==> src/rtl/spi_rx_pkg.sv <==
// Shared types and width helpers for the multi-channel SPI receiver.
// Latency: none (types and constant functions only).
// Backpressure: not applicable.
package spi_rx_pkg;

    typedef enum logic [1:0] {
        ST_IDLE  = 2'd0,
        ST_SETUP = 2'd1,
        ST_SHIFT = 2'd2,
        ST_GAP   = 2'd3
    } state_e;

    // Width of a counter that must hold values 0..bound-1 (never below 1 bit).
    function automatic int cnt_w(input int bound);
        return (bound > 1) ? $clog2(bound) : 1;
    endfunction

    // Width of a channel index: $clog2(max(n_ch, 2)).
    function automatic int ch_w(input int n_ch);
        return (n_ch > 2) ? $clog2(n_ch) : 1;
    endfunction

endpackage

==> src/rtl/spi_rx_sck_gen.sv <==
// SCK divider: toggles sck every CLK_DIV/2 clocks, flags half-period ends and sample points.
// Latency: sck_o is registered; ticks are combinational from the counter state.
// Backpressure: none; free-running while clr_i is low, held at (count 0, sck high) while high.
// Ports:
//   clock, reset_n   system clock, async active-low reset
//   clr_i            hold divider cleared (sck high, counter 0)
//   sck_o            serial clock level
//   half_tick_o      last clock of the current half period
//   sample_tick_o    last clock of a high half period (sdo sample point)
module spi_rx_sck_gen
    import spi_rx_pkg::*;
#(
    parameter int CLK_DIV = 16
) (
    input  logic clock,
    input  logic reset_n,
    input  logic clr_i,
    output logic sck_o,
    output logic half_tick_o,
    output logic sample_tick_o
);

    localparam int              HALF      = CLK_DIV / 2;
    localparam int              CW        = cnt_w(HALF);
    localparam logic [CW-1:0]   HALF_LAST = CW'(HALF - 1);

    logic [CW-1:0] cnt_q, cnt_d;
    logic          sck_q, sck_d;

    assign half_tick_o   = (cnt_q == HALF_LAST);
    assign sample_tick_o = half_tick_o & sck_q;
    assign sck_o         = sck_q;

    always_comb begin
        cnt_d = cnt_q;
        sck_d = sck_q;
        if (clr_i) begin
            cnt_d = '0;
            sck_d = 1'b1;
        end else if (half_tick_o) begin
            cnt_d = '0;
            sck_d = ~sck_q;
        end else begin
            cnt_d = cnt_q + 1'b1;
        end
    end

    always_ff @(posedge clock or negedge reset_n) begin
        if (!reset_n) begin
            cnt_q <= '0;
            sck_q <= 1'b1;
        end else begin
            cnt_q <= cnt_d;
            sck_q <= sck_d;
        end
    end

endmodule

==> src/rtl/spi_multi_channel_receiver.sv <==
// Round-robin SPI master receiver: polls N_CH read-only slaves, emits channel-tagged words.
// Latency: word valid 1 clock after the last sdo sample of a frame.
// Backpressure: SPI never stalls; an unaccepted word is overwritten by the next (latest wins).
// Ports:
//   clock, reset_n          system clock, async active-low reset
//   enable                  poll continuously while high; sampled only between frames
//   cs_n, sck, sdo          SPI pins (one active-low select per slave, sck idles high)
//   out_valid/out_ready     word handshake; out_channel/out_data stable while pending
//   overrun                 sticky dropped-word flag, built only with SPI_RX_OVERRUN_EN
module spi_multi_channel_receiver
    import spi_rx_pkg::*;
#(
    parameter int N_CH       = 2,
    parameter int DATA_W     = 16,
    parameter int CLK_DIV    = 16,
    parameter int GAP_CYCLES = 4096
) (
    input  logic                    clock,
    input  logic                    reset_n,
    input  logic                    enable,
    output logic [N_CH-1:0]         cs_n,
    output logic                    sck,
    input  logic                    sdo,
    output logic                    out_valid,
    input  logic                    out_ready,
    output logic [ch_w(N_CH)-1:0]   out_channel,
    output logic [DATA_W-1:0]       out_data,
    output logic                    overrun
);

    localparam int               CHW      = ch_w(N_CH);
    localparam int               BW       = cnt_w(DATA_W);
    localparam int               GW       = cnt_w(GAP_CYCLES);
    localparam logic [BW-1:0]    BIT_LAST = BW'(DATA_W - 1);
    localparam logic [GW-1:0]    GAP_LAST = GW'(GAP_CYCLES - 1);
    localparam logic [CHW-1:0]   CH_LAST  = CHW'(N_CH - 1);

    state_e              state_q, state_d;
    logic [CHW-1:0]      ch_q, ch_d;
    logic [BW-1:0]       bit_q, bit_d;
    logic [GW-1:0]       gap_q, gap_d;
    logic [DATA_W-1:0]   shift_q, shift_d;
    logic                valid_q, valid_d;
    logic [CHW-1:0]      och_q, och_d;
    logic [DATA_W-1:0]   odat_q, odat_d;

    logic gen_clr, gen_sck, half_tick, sample_tick, frame_done;

    // Divider only runs while a slave is selected, so every frame starts phase-aligned.
    assign gen_clr = (state_q == ST_IDLE) || (state_q == ST_GAP);

    spi_rx_sck_gen #(.CLK_DIV(CLK_DIV)) u_sck_gen (
        .clock         (clock),
        .reset_n       (reset_n),
        .clr_i         (gen_clr),
        .sck_o         (gen_sck),
        .half_tick_o   (half_tick),
        .sample_tick_o (sample_tick)
    );

    assign frame_done = (state_q == ST_SHIFT) && sample_tick && (bit_q == BIT_LAST);

    always_comb begin
        state_d = state_q;
        ch_d    = ch_q;
        bit_d   = bit_q;
        gap_d   = gap_q;
        shift_d = shift_q;
        case (state_q)
            ST_IDLE: begin
                if (enable) state_d = ST_SETUP;
            end
            ST_SETUP: begin
                if (half_tick) state_d = ST_SHIFT;
            end
            ST_SHIFT: begin
                if (sample_tick) begin
                    shift_d = {shift_q[DATA_W-2:0], sdo};
                    if (bit_q == BIT_LAST) begin
                        bit_d   = '0;
                        state_d = ST_GAP;
                    end else begin
                        bit_d = bit_q + 1'b1;
                    end
                end
            end
            ST_GAP: begin
                if (gap_q == GAP_LAST) begin
                    gap_d   = '0;
                    state_d = ST_IDLE;
                    ch_d    = (ch_q == CH_LAST) ? '0 : ch_q + 1'b1;
                end else begin
                    gap_d = gap_q + 1'b1;
                end
            end
            default: state_d = ST_IDLE;
        endcase
    end

    // Output register: a completing frame wins over an accept on the same clock.
    always_comb begin
        valid_d = valid_q;
        och_d   = och_q;
        odat_d  = odat_q;
        if (valid_q && out_ready) valid_d = 1'b0;
        if (frame_done) begin
            valid_d = 1'b1;
            och_d   = ch_q;
            odat_d  = {shift_q[DATA_W-2:0], sdo};
        end
    end

    always_ff @(posedge clock or negedge reset_n) begin
        if (!reset_n) begin
            state_q <= ST_IDLE;
            ch_q    <= '0;
            bit_q   <= '0;
            gap_q   <= '0;
            shift_q <= '0;
            valid_q <= 1'b0;
            och_q   <= '0;
            odat_q  <= '0;
        end else begin
            state_q <= state_d;
            ch_q    <= ch_d;
            bit_q   <= bit_d;
            gap_q   <= gap_d;
            shift_q <= shift_d;
            valid_q <= valid_d;
            och_q   <= och_d;
            odat_q  <= odat_d;
        end
    end

    always_comb begin
        cs_n = '1;
        if ((state_q == ST_SETUP) || (state_q == ST_SHIFT)) cs_n[ch_q] = 1'b0;
    end

    assign sck         = (state_q == ST_SHIFT) ? gen_sck : 1'b1;
    assign out_valid   = valid_q;
    assign out_channel = och_q;
    assign out_data    = odat_q;

`ifdef SPI_RX_OVERRUN_EN
    logic overrun_q;

    always_ff @(posedge clock or negedge reset_n) begin
        if (!reset_n) begin
            overrun_q <= 1'b0;
        end else if (frame_done && valid_q && !out_ready) begin
            overrun_q <= 1'b1;
        end
    end

    assign overrun = overrun_q;
`else
    assign overrun = 1'b0;
`endif

endmodule

==> config.mk <==
export PLATFORM = sky130hd
export DESIGN_NAME = spi_multi_channel_receiver
export DESIGN_NICKNAME = d
export VERILOG_FILES = /design/src/rtl/spi_rx_pkg.sv /design/src/rtl/spi_rx_sck_gen.sv /design/src/rtl/spi_multi_channel_receiver.sv
export SDC_FILE = /design/constraint.sdc
export NUM_CORES = 1
export LEC_CHECK = 0
export CORE_ASPECT_RATIO = 1.1
export CORE_UTILIZATION = 40
export DETAILED_ROUTE_END_ITERATION = 10
export HOLD_SLACK_MARGIN = 0.02
export PLACE_DENSITY = 0.59
export SLEW_MARGIN = 20
export SYNTH_ARGS = -nofsm -noshare
export SYNTH_HDL_FRONTEND = slang
export SYNTH_SLANG_ARGS = --single-unit
export TNS_END_PERCENT = 100
==> constraint.sdc <==
create_clock -name clock -period 2.43 [get_ports clock]
set_clock_uncertainty 0.1 [all_clocks]
set_input_delay 0.486 -clock clock [delete_from_list [all_inputs] [get_ports clock]]
set_output_delay 0.486 -clock clock [all_outputs]
set_load 0.03 [all_outputs]
After elaboration in Yosys (flattened, before gate mapping):

Index checks and enable logic that the tools add are counted.

* bits in registers: 56
* bits of input ports: 5
* output and inout bits: 22

* add/sub/neg operators: 4
* order comparisons: 2
* equal/unequal tests: 11
* multiplexer cells: 19
* bitwise gates (word level): 3
* reduce and logical (&&, ||, !) cells: 12

Operators by type and width (count)
* adder 12 x 1 -> 12 bit, second input constant: 1
* == test 12 bit, second input constant: 1
* two-way mux 12 bit: 1
* two-way mux 2 bit: 6
* one-hot mux 2 bit (4 select lines): 1
* two-way mux 1 bit: 7
* two-way mux 3 bit: 2
* != test 2 x 1 -> 1 bit, second input constant: 3
* AND reduction 5 bit: 1
* adder 4 x 1 -> 4 bit, second input constant: 1
* == test 2 bit, second input constant: 2
* == test 4 bit, second input constant: 1
* logical AND 1 bit: 4
* two-way mux 4 bit: 1
* != test 2 bit, second input constant: 2
* AND reduction 2 bit: 2
* nonzero test 2 bit: 2
* adder 3 x 1 -> 3 bit, second input constant: 1
* == test 3 bit, second input constant: 1
* == test 2 x 1 -> 1 bit, second input constant: 1
* zero test 2 bit: 1
* logical OR 1 bit: 2
* < comparator 1 x 2 -> 1 bit, second input constant: 1
* inverter 2 bit: 1
* other kinds (5): 5

Depth between registers and ports, before layout:

Gate-level depths: netlist of the first run.

* depth in word-level cells: 6
* gate-level depth with buffers: 7
* gate-level depth less buffers: 6

Cells and area by module:

A second synthesis of the first run with hierarchy kept.

* cell total of the unflattened synthesis: 180
* area, all modules: 2469.9 µm²

By module, submodules not included
* spi_multi_channel_receiver: times used 1, cells each 168, area each 2302.2 µm²
* spi_rx_sck_gen: times used 1, cells each 12, area each 167.7 µm²

Worst setup path before layout of the first run:

Ideal clock, no wire load.

* path kind: register -> register
* start: register state_q[0]
* end: register och_q, in the netlist out_channel
* library setup time: 0.125 ns
* arrival: 1.766 ns
* path slack: 0.439 ns
* cell stages (with the launch flop): 7
* buffers on the path: 1
* cell sequence: dfrtp_1 -> inv_1 -> ha_1 -> nand3_2 -> nor2_2 -> buf_4 -> mux2_2

* longest elaborated chain between the ends: 3

Ends and longest elaborated chain
* start: declaration: line spi_multi_channel_receiver.sv:38 `state_e state_q, state_d;`
* start signal: assignment: line spi_multi_channel_receiver.sv:124 `state_q <= state_d;`
* == test 2 bit: line spi_multi_channel_receiver.sv:61 `assign frame_done = (state_q == ST_SHIFT) && sample_tick && (bit_q == BIT_LAST);`
* logical AND 1 bit (2 in series): line spi_multi_channel_receiver.sv:61
* end signal: assignment: line spi_multi_channel_receiver.sv:130 `och_q <= och_d;`
* end: declaration: line spi_multi_channel_receiver.sv:44 `logic [CHW-1:0] och_q, och_d;`

Every way passes these cells.
A chain may end at the register's enable or synchronous reset.

Worst setup path in the final report of the first run:

* start: register state_q[0]
* end: output cs_n[0]

* longest elaborated chain between the ends: 3

Ends and longest elaborated chain
* == test 2 x 1 -> 1 bit or == test 2 bit (tied branches): line spi_multi_channel_receiver.sv:137 `if ((state_q == ST_SETUP) || (state_q == ST_SHIFT)) cs_n[ch_q] = 1'b0;`
* logical OR 1 bit (*): line spi_multi_channel_receiver.sv:137
* two-way mux 2 bit (*): line spi_multi_channel_receiver.sv:137
* end: declaration: line spi_multi_channel_receiver.sv:21 `output logic [N_CH-1:0] cs_n,`

Mark *: on every way between the ends. The rest lies on a longest branch, timed or not.

==> flow_summary.ini, run 1 <==
[floorplanning]
placementRows = 29
core_area_um2 = 5840
start_util = 0.422
pin_count = 27
fp.dieW_um = 76.9
dieArea_um2 = 6480
fp.dieH_um = 84.4

[drt]
wirelength_mm = 4.10
wire_per_inst_um = 12.6
remaining_drc_errors = 0
wl_met1_mm = 1.98
postRouteAntennaNets = 0
vias_per_cell = 4.77
num_vias = 1546
dr_wl_met3_um = 127
dr.pass1.iters = 4
wl_met2_mm = 1.92
drt_iter0_markers = 84
top_layer = met4

[cts]
cts_buffers = 5
htree_levels = 2
cts_setup_buffers = 0
hold_buffers = 0
cts.path.max_buffers = 2
path_clk_slew_ps = 100
insertion_delay_ps = 310
cts-root-buf = clkbuf_8
cts_tree = done
clkSinkCount = 56

[power_and_ir_drop]
power_density_nw_per_um2 = 509
ir_drop_uv = 271
power.leakage_uw = 0.00150

[sta]
slew_viol_final = 0
final-setup-viol-count = 0
fin_setup_tns_ps = 0
fin_hold_ws_ps = 84.2
fin_crit_ps = 2260
rsz0062_at_grt = no
fmax_ghz = 0.443
tightestPinTransition_ps = 635
post-route-period-util = 0.930
relSlewSlack = 0.577
hold_viol_final = 0

[logic_synthesis]
dominantRegCellSynth = dfrtp_1
netlist-cell-type-count = 41
async_flop_share = 1.00
yosysWarnings = 0
synth.avg_cell_area_um2 = 11.5
syn_area_um2 = 2470
syn_inst = 215
synth_nets = 229
synth-edff-count = 0
ys_seq_elements = 56
seq_area_frac_synth = 0.569

[global_routing]
grt_pass1_wl_mm = 7.25
grt_use_total = 0.142
grt_max_degree = 31
grt_pass1_vias = 1520
antenna_found_initial = 0
overflow = 0

[layout]
antenna_cells = 0
drive_above_1_share = 0.166
final_common_cell = nand2_1
layout_common_cells = 58 x nand2_1, 55 x dfrtp_1, 21 x clkdlybuf4s50_1
fillCellCount = 533
syn_to_final_growth_pct = 18.0
fin_nets = 260

[setup_path]
arrival_ps = 1670
regToRegStartpoint = state_q[1]$_DFFE_PN0P_
reg2reg_to = gap_q[7]$_DFFE_PN0P_
endpoint_kind = primary output
worst_setup_path_start_kind = flop
path_class = flop to primary output
path_max_fanout = 7
reg2reg_slack_ps = 420
required_ps = 1840
r2r.worst_path.cells = 5

[placement]
dpl.hpwl_mm = 2.78
gp_congestion = 0.722
io_buffers = 25

[flow_run]
drv_cap = 0

[hold_path]
hp-class = input port to async pin

[status]
status = complete, no violations
==> cells by family (layout without fill, tap and decap cells) <==
| family | after synthesis | after routing | synth area share |
|---|---|---|---|
| flops | 56 | 56 | 0.569 |
| buf+inv | 14 | 46 | 0.0284 |
| mux | 20 | 20 | 0.0918 |
| simple gates | 90 | 90 | 0.182 |
| fa+ha+maj | 9 | 9 | 0.0457 |
| compound gates | 15 | 15 | 0.0467 |
| other cells | 1 | 1 | 0.00152 |
| xor+xnor | 10 | 10 | 0.0355 |
==> what timing repair did <==
| action | CTS | global route |
|---|---|---|
| pin swaps | 0 | 0 |
| setup endpoints to repair | 2 | 1 |
| resized for setup | 2 | 1 |
==> per-stage QoR <==
stage	util	total power (µW)	setup WS (ps)	cell area, µm²	std cells
after floorplan	-	959	439	2470	215
after global placement	0.482	987	265	2820	316
after detailed placement	0.482	987	221	2820	316
after CTS	0.498	1510	2.94	2910	324
after global routing	0.498	1550	56.7	2910	324
final	0.498	1480	171	2910	324
==> state kept, by name, indices dropped and copies added (netlist names) <==
| signal | flops |
|---|---|
| ch_q | 1 |
| out_valid | 1 |
| gap_q | 12 |
| u_sck_gen.cnt_q | 3 |
| out_channel | 1 |
| bit_q | 4 |
| state_q | 2 |
| u_sck_gen.sck_o | 1 |
| shift_q | 15 |
| out_data | 16 |
==> per-layer routing <==
| metal | track usage | vias to the layer above |
|---|---|---|
| met5 | 0 | - |
| met4 | 0.0577 | 0 |
| met3 | 0.0337 | 6 |
| met2 | 0.226 | 23 |
| met1 | 0.188 | 739 |
| li1 | - | 778 |
==> cells in the mapped netlist, types with 2 or more instances <==
cell type	instances	area (µm²)
and2_1	2	12.5
dfrtp_1	55	1380
clkbuf_1	3	11.3
and3_1	2	12.5
mux2_2	16	180
xnor2_1	5	43.8
o21ai_0	6	30.0
nand2b_1	2	12.5
o22ai_1	2	12.5
nor2_1	5	18.8
nand4_1	3	18.8
nand2_1	58	218
ha_1	9	113
nand3_1	4	20.0
mux2i_1	2	20.0
nand4_2	2	25.0
xor2_1	5	43.8
nor2b_1	2	12.5
inv_1	8	30.0
buf_4	2	15.0
a21oi_1	2	10.0
==> worst max-delay path by stage <==
stage / start / to / slack (ps) / cells after the start
2_1_floorplan: state_q[0]$_DFFE_PN0P_ / out_channel$_DFFE_PN0P_ / 440 / 6
3_3_place_gp: state_q[0]$_DFFE_PN0P_ / cs_n[0] / 270 / 4
3_5_place_dp: state_q[0]$_DFFE_PN0P_ / cs_n[0] / 220 / 4
4_1_cts: state_q[0]$_DFFE_PN0P_ / sck / 3 / 4
5_1_grt: state_q[0]$_DFFE_PN0P_ / cs_n[0] / 60 / 4
6_report: state_q[0]$_DFFE_PN0P_ / cs_n[0] / 170 / 4
==> where the power goes <==
part	switching [µW]	leakage [µW]	internal, µW
clock network	307	0.0000485	207
registers	2.01	0.000747	934
logic	21.9	0.000702	9.24
total	331	0.00150	1150
==> worst max-delay path, stage by stage (launching register included) <==
cell           delay, ps
dfrtp_1              390
inv_1                100
ha_1                 390
nand2b_1             100
dlygate4sd2_1        390
==> final cells by class <==
| cell class | count | area [µm²] | area share |
|---|---|---|---|
| repair buffers | 30 | 295 | 0.102 |
| clock inverters | 3 | 22.5 | 0.00774 |
| well taps | 77 | 96.3 | 0.0331 |
| multi-input cells | 145 | 993 | 0.342 |
| clock buffers | 5 | 68.8 | 0.0237 |
| inverters | 8 | 30.0 | 0.0103 |
| flip-flops and latches | 56 | 1400 | 0.482 |
Power figures use the tool's default switching activity.
==> inputs of run 2 (changes only) <==
==> constraint.sdc (replaced) <==
create_clock -name clock -period 2.3 [get_ports clock]
set_clock_uncertainty 0.1 [all_clocks]
set_input_delay 0.46 -clock clock [delete_from_list [all_inputs] [get_ports clock]]
set_output_delay 0.46 -clock clock [all_outputs]
set_load 0.03 [all_outputs]
==> run 2 against run 1 <==
  * Cell area is the same
  * Non-clock buffer count grew 1
  * Count of clock-buffer cells in the layout is the same
  * Sequential share of layout area is the same
  * Clock power grew 5.8%
  * Cell count grew 0.31%
  * Wire length grew 0.83%
  * Register-to-register slack is essentially flat
  * Hold slack lost 60 ps
  * Via count grew 2.1%
  * Critical path depth is the same
  * Power grew 5.8%
  * Largest power group unchanged
==> flow_summary.ini, run 2 (synthesis gave the netlist of run 1 again) <==
[status]
status = complete, no violations

[setup_path]
arrival_ps = 1620
cpPeakStageDelay_ps = 390
endpoint_kind = primary output
cp_top_family = buffers and inverters
path_max_fanout = 7
slowest_stage = ha_1
regToRegStartpoint = state_q[0]$_DFFE_PN0P_
path_class = flop to primary output
worst_setup_path_start_kind = flop
crit_chain = inv_1, ha_1, nand2_1, clkdlybuf4s15_1
critPathBufInv = 2
startpoint = state_q[0]$_DFFE_PN0P_
required_ps = 1740

[drt]
wire_per_inst_um = 12.7
dr.pass1.iters = 4
vias_per_cell = 4.86
wirelength_mm = 4.13
postRouteAntennaNets = 0
drt_iter0_markers = 48
num_vias = 1578
remaining_drc_errors = 0

[sta]
rsz0062_at_grt = no
tightestPinTransition_ps = 566
relSlewSlack = 0.623
final-setup-viol-count = 0
hold_viol_final = 0
slew_viol_final = 0
fmax_ghz = 0.460
fin_setup_tns_ps = 0
post-route-period-util = 0.946
fin_crit_ps = 2180

[layout]
fin_nets = 261
layout_common_cells = 58 x nand2_1, 55 x dfrtp_1, 21 x clkdlybuf4s50_1
final_common_cell = nand2_1
syn_to_final_growth_pct = 18.0
largest_register_ffs = 16
antenna_cells = 0
drive_above_1_share = 0.173
stdcell_count = 325

[cts]
cts_tree = done
cts_setup_buffers = 0
hold_buffers = 0
path_clk_slew_ps = 100
insertion_delay_ps = 310
cts_buffers = 5
cts-root-buf = clkbuf_8
htree_levels = 2
cts.path.max_buffers = 2
clkSinkCount = 56

[power_and_ir_drop]
power.switching_uw = 354
seqPwrFrac = 0.631
ir_drop_uv = 409
cellInternalPower_uw = 1210
clockPowerShare = 0.348
swShare = 0.226
power_density_nw_per_um2 = 539
power.leakage_uw = 0.00148
pwr-share-comb = 0.021

[placement]
io_buffers = 25
dpl.cell_count = 317
dpl.hpwl_mm = 2.86
gp_congestion = 0.745

[global_routing]
grt_use_total = 0.146
grt_pass1_wl_mm = 7.43
grt_pass1_vias = 1605
antenna_found_initial = 0
grt_max_degree = 34
overflow = 0

[floorplanning]
pin_count = 27
fp.dieH_um = 84.4
placementRows = 29
dieArea_um2 = 6480
start_util = 0.422
core_area_um2 = 5840
fp.dieW_um = 76.9

[flow_run]
drv_cap = 0

[hold_path]
hp-class = input port to async pin
==> run 2: cell types whose count changed in the layout (fill, tap and decap cells not counted), sizes merged <==
cell,before,now
dlymetal6s2s,1,0
dlygate4sd2,2,1
clkbuf,5,6
clkinvlp,0,1
buf,6,7
clkdlybuf4s15,0,1
clkinv,2,1
==> run 2: power by group through the flow <==
stage          sequential (µW)  combinational, µW  clock (µW)
2_1_floorplan             1010               5.73           0
3_3_place_gp              1010               35.2           0
3_5_place_dp              1010               35.5           0
4_1_cts                    989               35.3         570
5_1_grt                    989               39.0         604
6_report                   989               33.2         545
==> run 2: through the flow <==
step	utilization	cell area (µm²)	total power, µW	hold WS [ps]	worst slack [ps]
floorplan	-	2470	1010	64.4	309
global placement	0.484	2830	1040	332	165
detailed placement	0.484	2830	1040	331	128
CTS	0.498	2910	1590	42.8	45.8
global route	0.498	2910	1630	57.1	15.5
finish	0.498	2910	1570	24.4	124
==> run 2: cell type report <==
type / count / area [µm²]
timing repair buffer: 31 / 297
sequential: 56 / 1400
fill: 557 / 2930
inverter: 8 / 30.0
clock inverter: 3 / 21.3
multi-input combinational: 145 / 993
clock buffer: 5 / 68.8
tap: 77 / 96.3
==> run 2: path summary, 6_finish.rpt <==
check / slack [ps] / end / depth (start not counted)
worst max-delay path: 120 / cs_n[1] / 4
worst min-delay path: 20 / gap_q[11]$_DFFE_PN0P_ / 1
worst max register to register: 430 / out_data[10]$_DFFE_PN0P_ / 6
worst min register to register: 340 / u_sck_gen.cnt_q[0]$_DFF_PN0_ / 1
max in group asynchronous: 1440 / u_sck_gen.sck_o$_DFFE_PN1P_ / 2
min in group clock: 340 / u_sck_gen.cnt_q[0]$_DFF_PN0_ / 1
==> run 2: metal layers <==
layer / wire length (µm) / part of all wire / GRT usage
met5: 0 / 0 / 0
met3: 153 / 0.037 / 0.0359
met4: 70 / 0.017 / 0.0577
met1: 2000 / 0.48 / 0.181
met2: 1910 / 0.46 / 0.243
==> run 2: what timing repair did <==
action | CTS | global route
pin swaps | 0 | 0
endpoints found under the setup margin | 3 | 2
resized for setup | 3 | 3
==> inputs of run 3 (changes only) <==
--- a/config.mk
+++ b/config.mk
@@ -6,10 +6,10 @@
 export NUM_CORES = 1
 export LEC_CHECK = 0
 export CORE_ASPECT_RATIO = 1.1
-export CORE_UTILIZATION = 40
+export CORE_UTILIZATION = 39
 export DETAILED_ROUTE_END_ITERATION = 10
 export HOLD_SLACK_MARGIN = 0.02
-export PLACE_DENSITY = 0.59
+export PLACE_DENSITY = 0.58
 export SLEW_MARGIN = 20
 export SYNTH_ARGS = -nofsm -noshare
 export SYNTH_HDL_FRONTEND = slang
==> run 3 against run 2 <==
  * Wire length up 2.4%
  * Cell count up 1.5%
  * Worst setup slack better by 25 ps
  * Critical path type unchanged
  * Critical endpoint is now cs_n[0]
  * Highest routed layer unchanged
==> flow_summary.ini, run 3 (synthesis gave the netlist of run 1 again) <==
[status]
status = complete, no violations

[sta]
hold_viol_final = 0
fmax_ghz = 0.465
fin_hold_ws_ps = 24.1
final-setup-viol-count = 0
fin_crit_ps = 2150
fin_setup_tns_ps = 0
rsz0062_at_grt = no
slew_viol_final = 0
post-route-period-util = 0.935

[drt]
top_layer = met4
wl_met1_mm = 2.04
postRouteAntennaNets = 0
remaining_drc_errors = 0
dr.pass1.iters = 4
wl_met2_mm = 1.96
wire_per_inst_um = 12.8
drt_iter0_markers = 42
num_vias = 1584
vias_per_cell = 4.80
dr_wl_met3_um = 163
wirelength_mm = 4.23

[floorplanning]
fp.dieW_um = 77.8
start_util = 0.401
fp.dieH_um = 85.4
pin_count = 27
core_area_um2 = 6160
dieArea_um2 = 6650
placementRows = 30

[cts]
htree_levels = 2
cts-root-buf = clkbuf_8
cts.path.max_buffers = 2
path_clk_slew_ps = 100
clkSinkCount = 56
hold_buffers = 0
cts_buffers = 5
cts_setup_buffers = 0
insertion_delay_ps = 310
cts_tree = done

[placement]
dpl.hpwl_mm = 2.84
io_buffers = 25
gp_congestion = 0.725
placed_area_um2 = 2840

[layout]
fin_nets = 263
final_common_cell = nand2_1
design_area_um2 = 2930
antenna_cells = 0
largest_register_ffs = 16
layout_common_cells = 58 x nand2_1, 55 x dfrtp_1, 21 x clkdlybuf4s50_1
drive_above_1_share = 0.176
syn_to_final_growth_pct = 18.9

[global_routing]
antenna_found_initial = 0
grt_pass1_vias = 1587
grt_pass1_wl_mm = 7.44
grt_use_total = 0.145
grt_max_degree = 57
overflow = 0

[setup_path]
cp_top_family = buffers and inverters
path_max_fanout = 4
cpPeakStageDelay_ps = 410
worst_setup_path_start_kind = flop
path_class = flop to primary output
reg2reg_slack_ps = 450
critPathBufInv = 2
endpoint_kind = primary output
crit_chain = inv_1, ha_1, nand2b_1, dlygate4sd2_1
arrival_ps = 1590
required_ps = 1740
slowest_stage = dfrtp_1

[flow_run]
drv_cap = 0

[power_and_ir_drop]
power.leakage_uw = 0.00149
ir_drop_uv = 326
power_density_nw_per_um2 = 533

[hold_path]
hp-class = input port to async pin
-- run 3: cell count changes in the layout (fill, tap and decap cells not counted), sizes merged --
cell	previous run	this run
dlygate4sd2	1	3
buf	7	9
clkbuf	6	5
clkdlybuf4s15	1	0
inv	9	8
clkinvlp	1	2
-- run 3: stage by stage --
stage	util	std cells	power [µW]	setup slack, ps
CTS	0.476	330	1600	125
global route	0.476	330	1640	67.2
finish	0.476	330	1560	149
floorplan	-	215	1010	309
global placement	0.462	322	1040	233
detailed placement	0.462	322	1040	206
-- run 3: timing repair --
action,in CTS,in global routing
endpoints found under the setup margin,3,0
gates resized for setup,3,0
endpoints found under the hold margin,0,0
-- run 3: worst register-to-register path: stages (launching register included) --
cell     delay, ps
dfrtp_1        480
nand4_4        160
o41ai_4        470
nand4_2        190
mux2_4         340
-- run 3: path summary, 6_finish.rpt --
kind / to / cells after the start / start
max: cs_n[0] / 4 / state_q[1]$_DFFE_PN0P_
min: gap_q[2]$_DFFE_PN0P_ / 2 / reset_n
max reg2reg: state_q[1]$_DFFE_PN0P_ / 4 / gap_q[4]$_DFFE_PN0P_
min reg2reg: u_sck_gen.cnt_q[0]$_DFF_PN0_ / 1 / u_sck_gen.cnt_q[0]$_DFF_PN0_
max in group asynchronous: u_sck_gen.sck_o$_DFFE_PN1P_ / 2 / reset_n
min in group clock: u_sck_gen.cnt_q[0]$_DFF_PN0_ / 1 / u_sck_gen.cnt_q[0]$_DFF_PN0_
-- run 3: area by class of cell --
cell class | count | area [µm²]
multi-input combinational | 145 | 993
sequential | 56 | 1400
clock inverter | 3 | 23.8
fill | 587 | 3220
clock buffer | 5 | 68.8
timing repair buffer | 33 | 314
tap | 80 | 100
inverter | 8 | 30.0
-- run 3: routing by layer --
metal | track usage | vias up
met5 | 0 | -
met4 | 0.0635 | 0
met3 | 0.0409 | 6
met2 | 0.240 | 20
met1 | 0.176 | 776
li1 | - | 782
-- run 3: power breakdown --
part	leakage, µW	internal [µW]	switching [µW]
clock	0.0000404	216	326
combinational	0.000703	9.98	22.9
sequential	0.000747	987	2.09
total	0.00149	1210	351
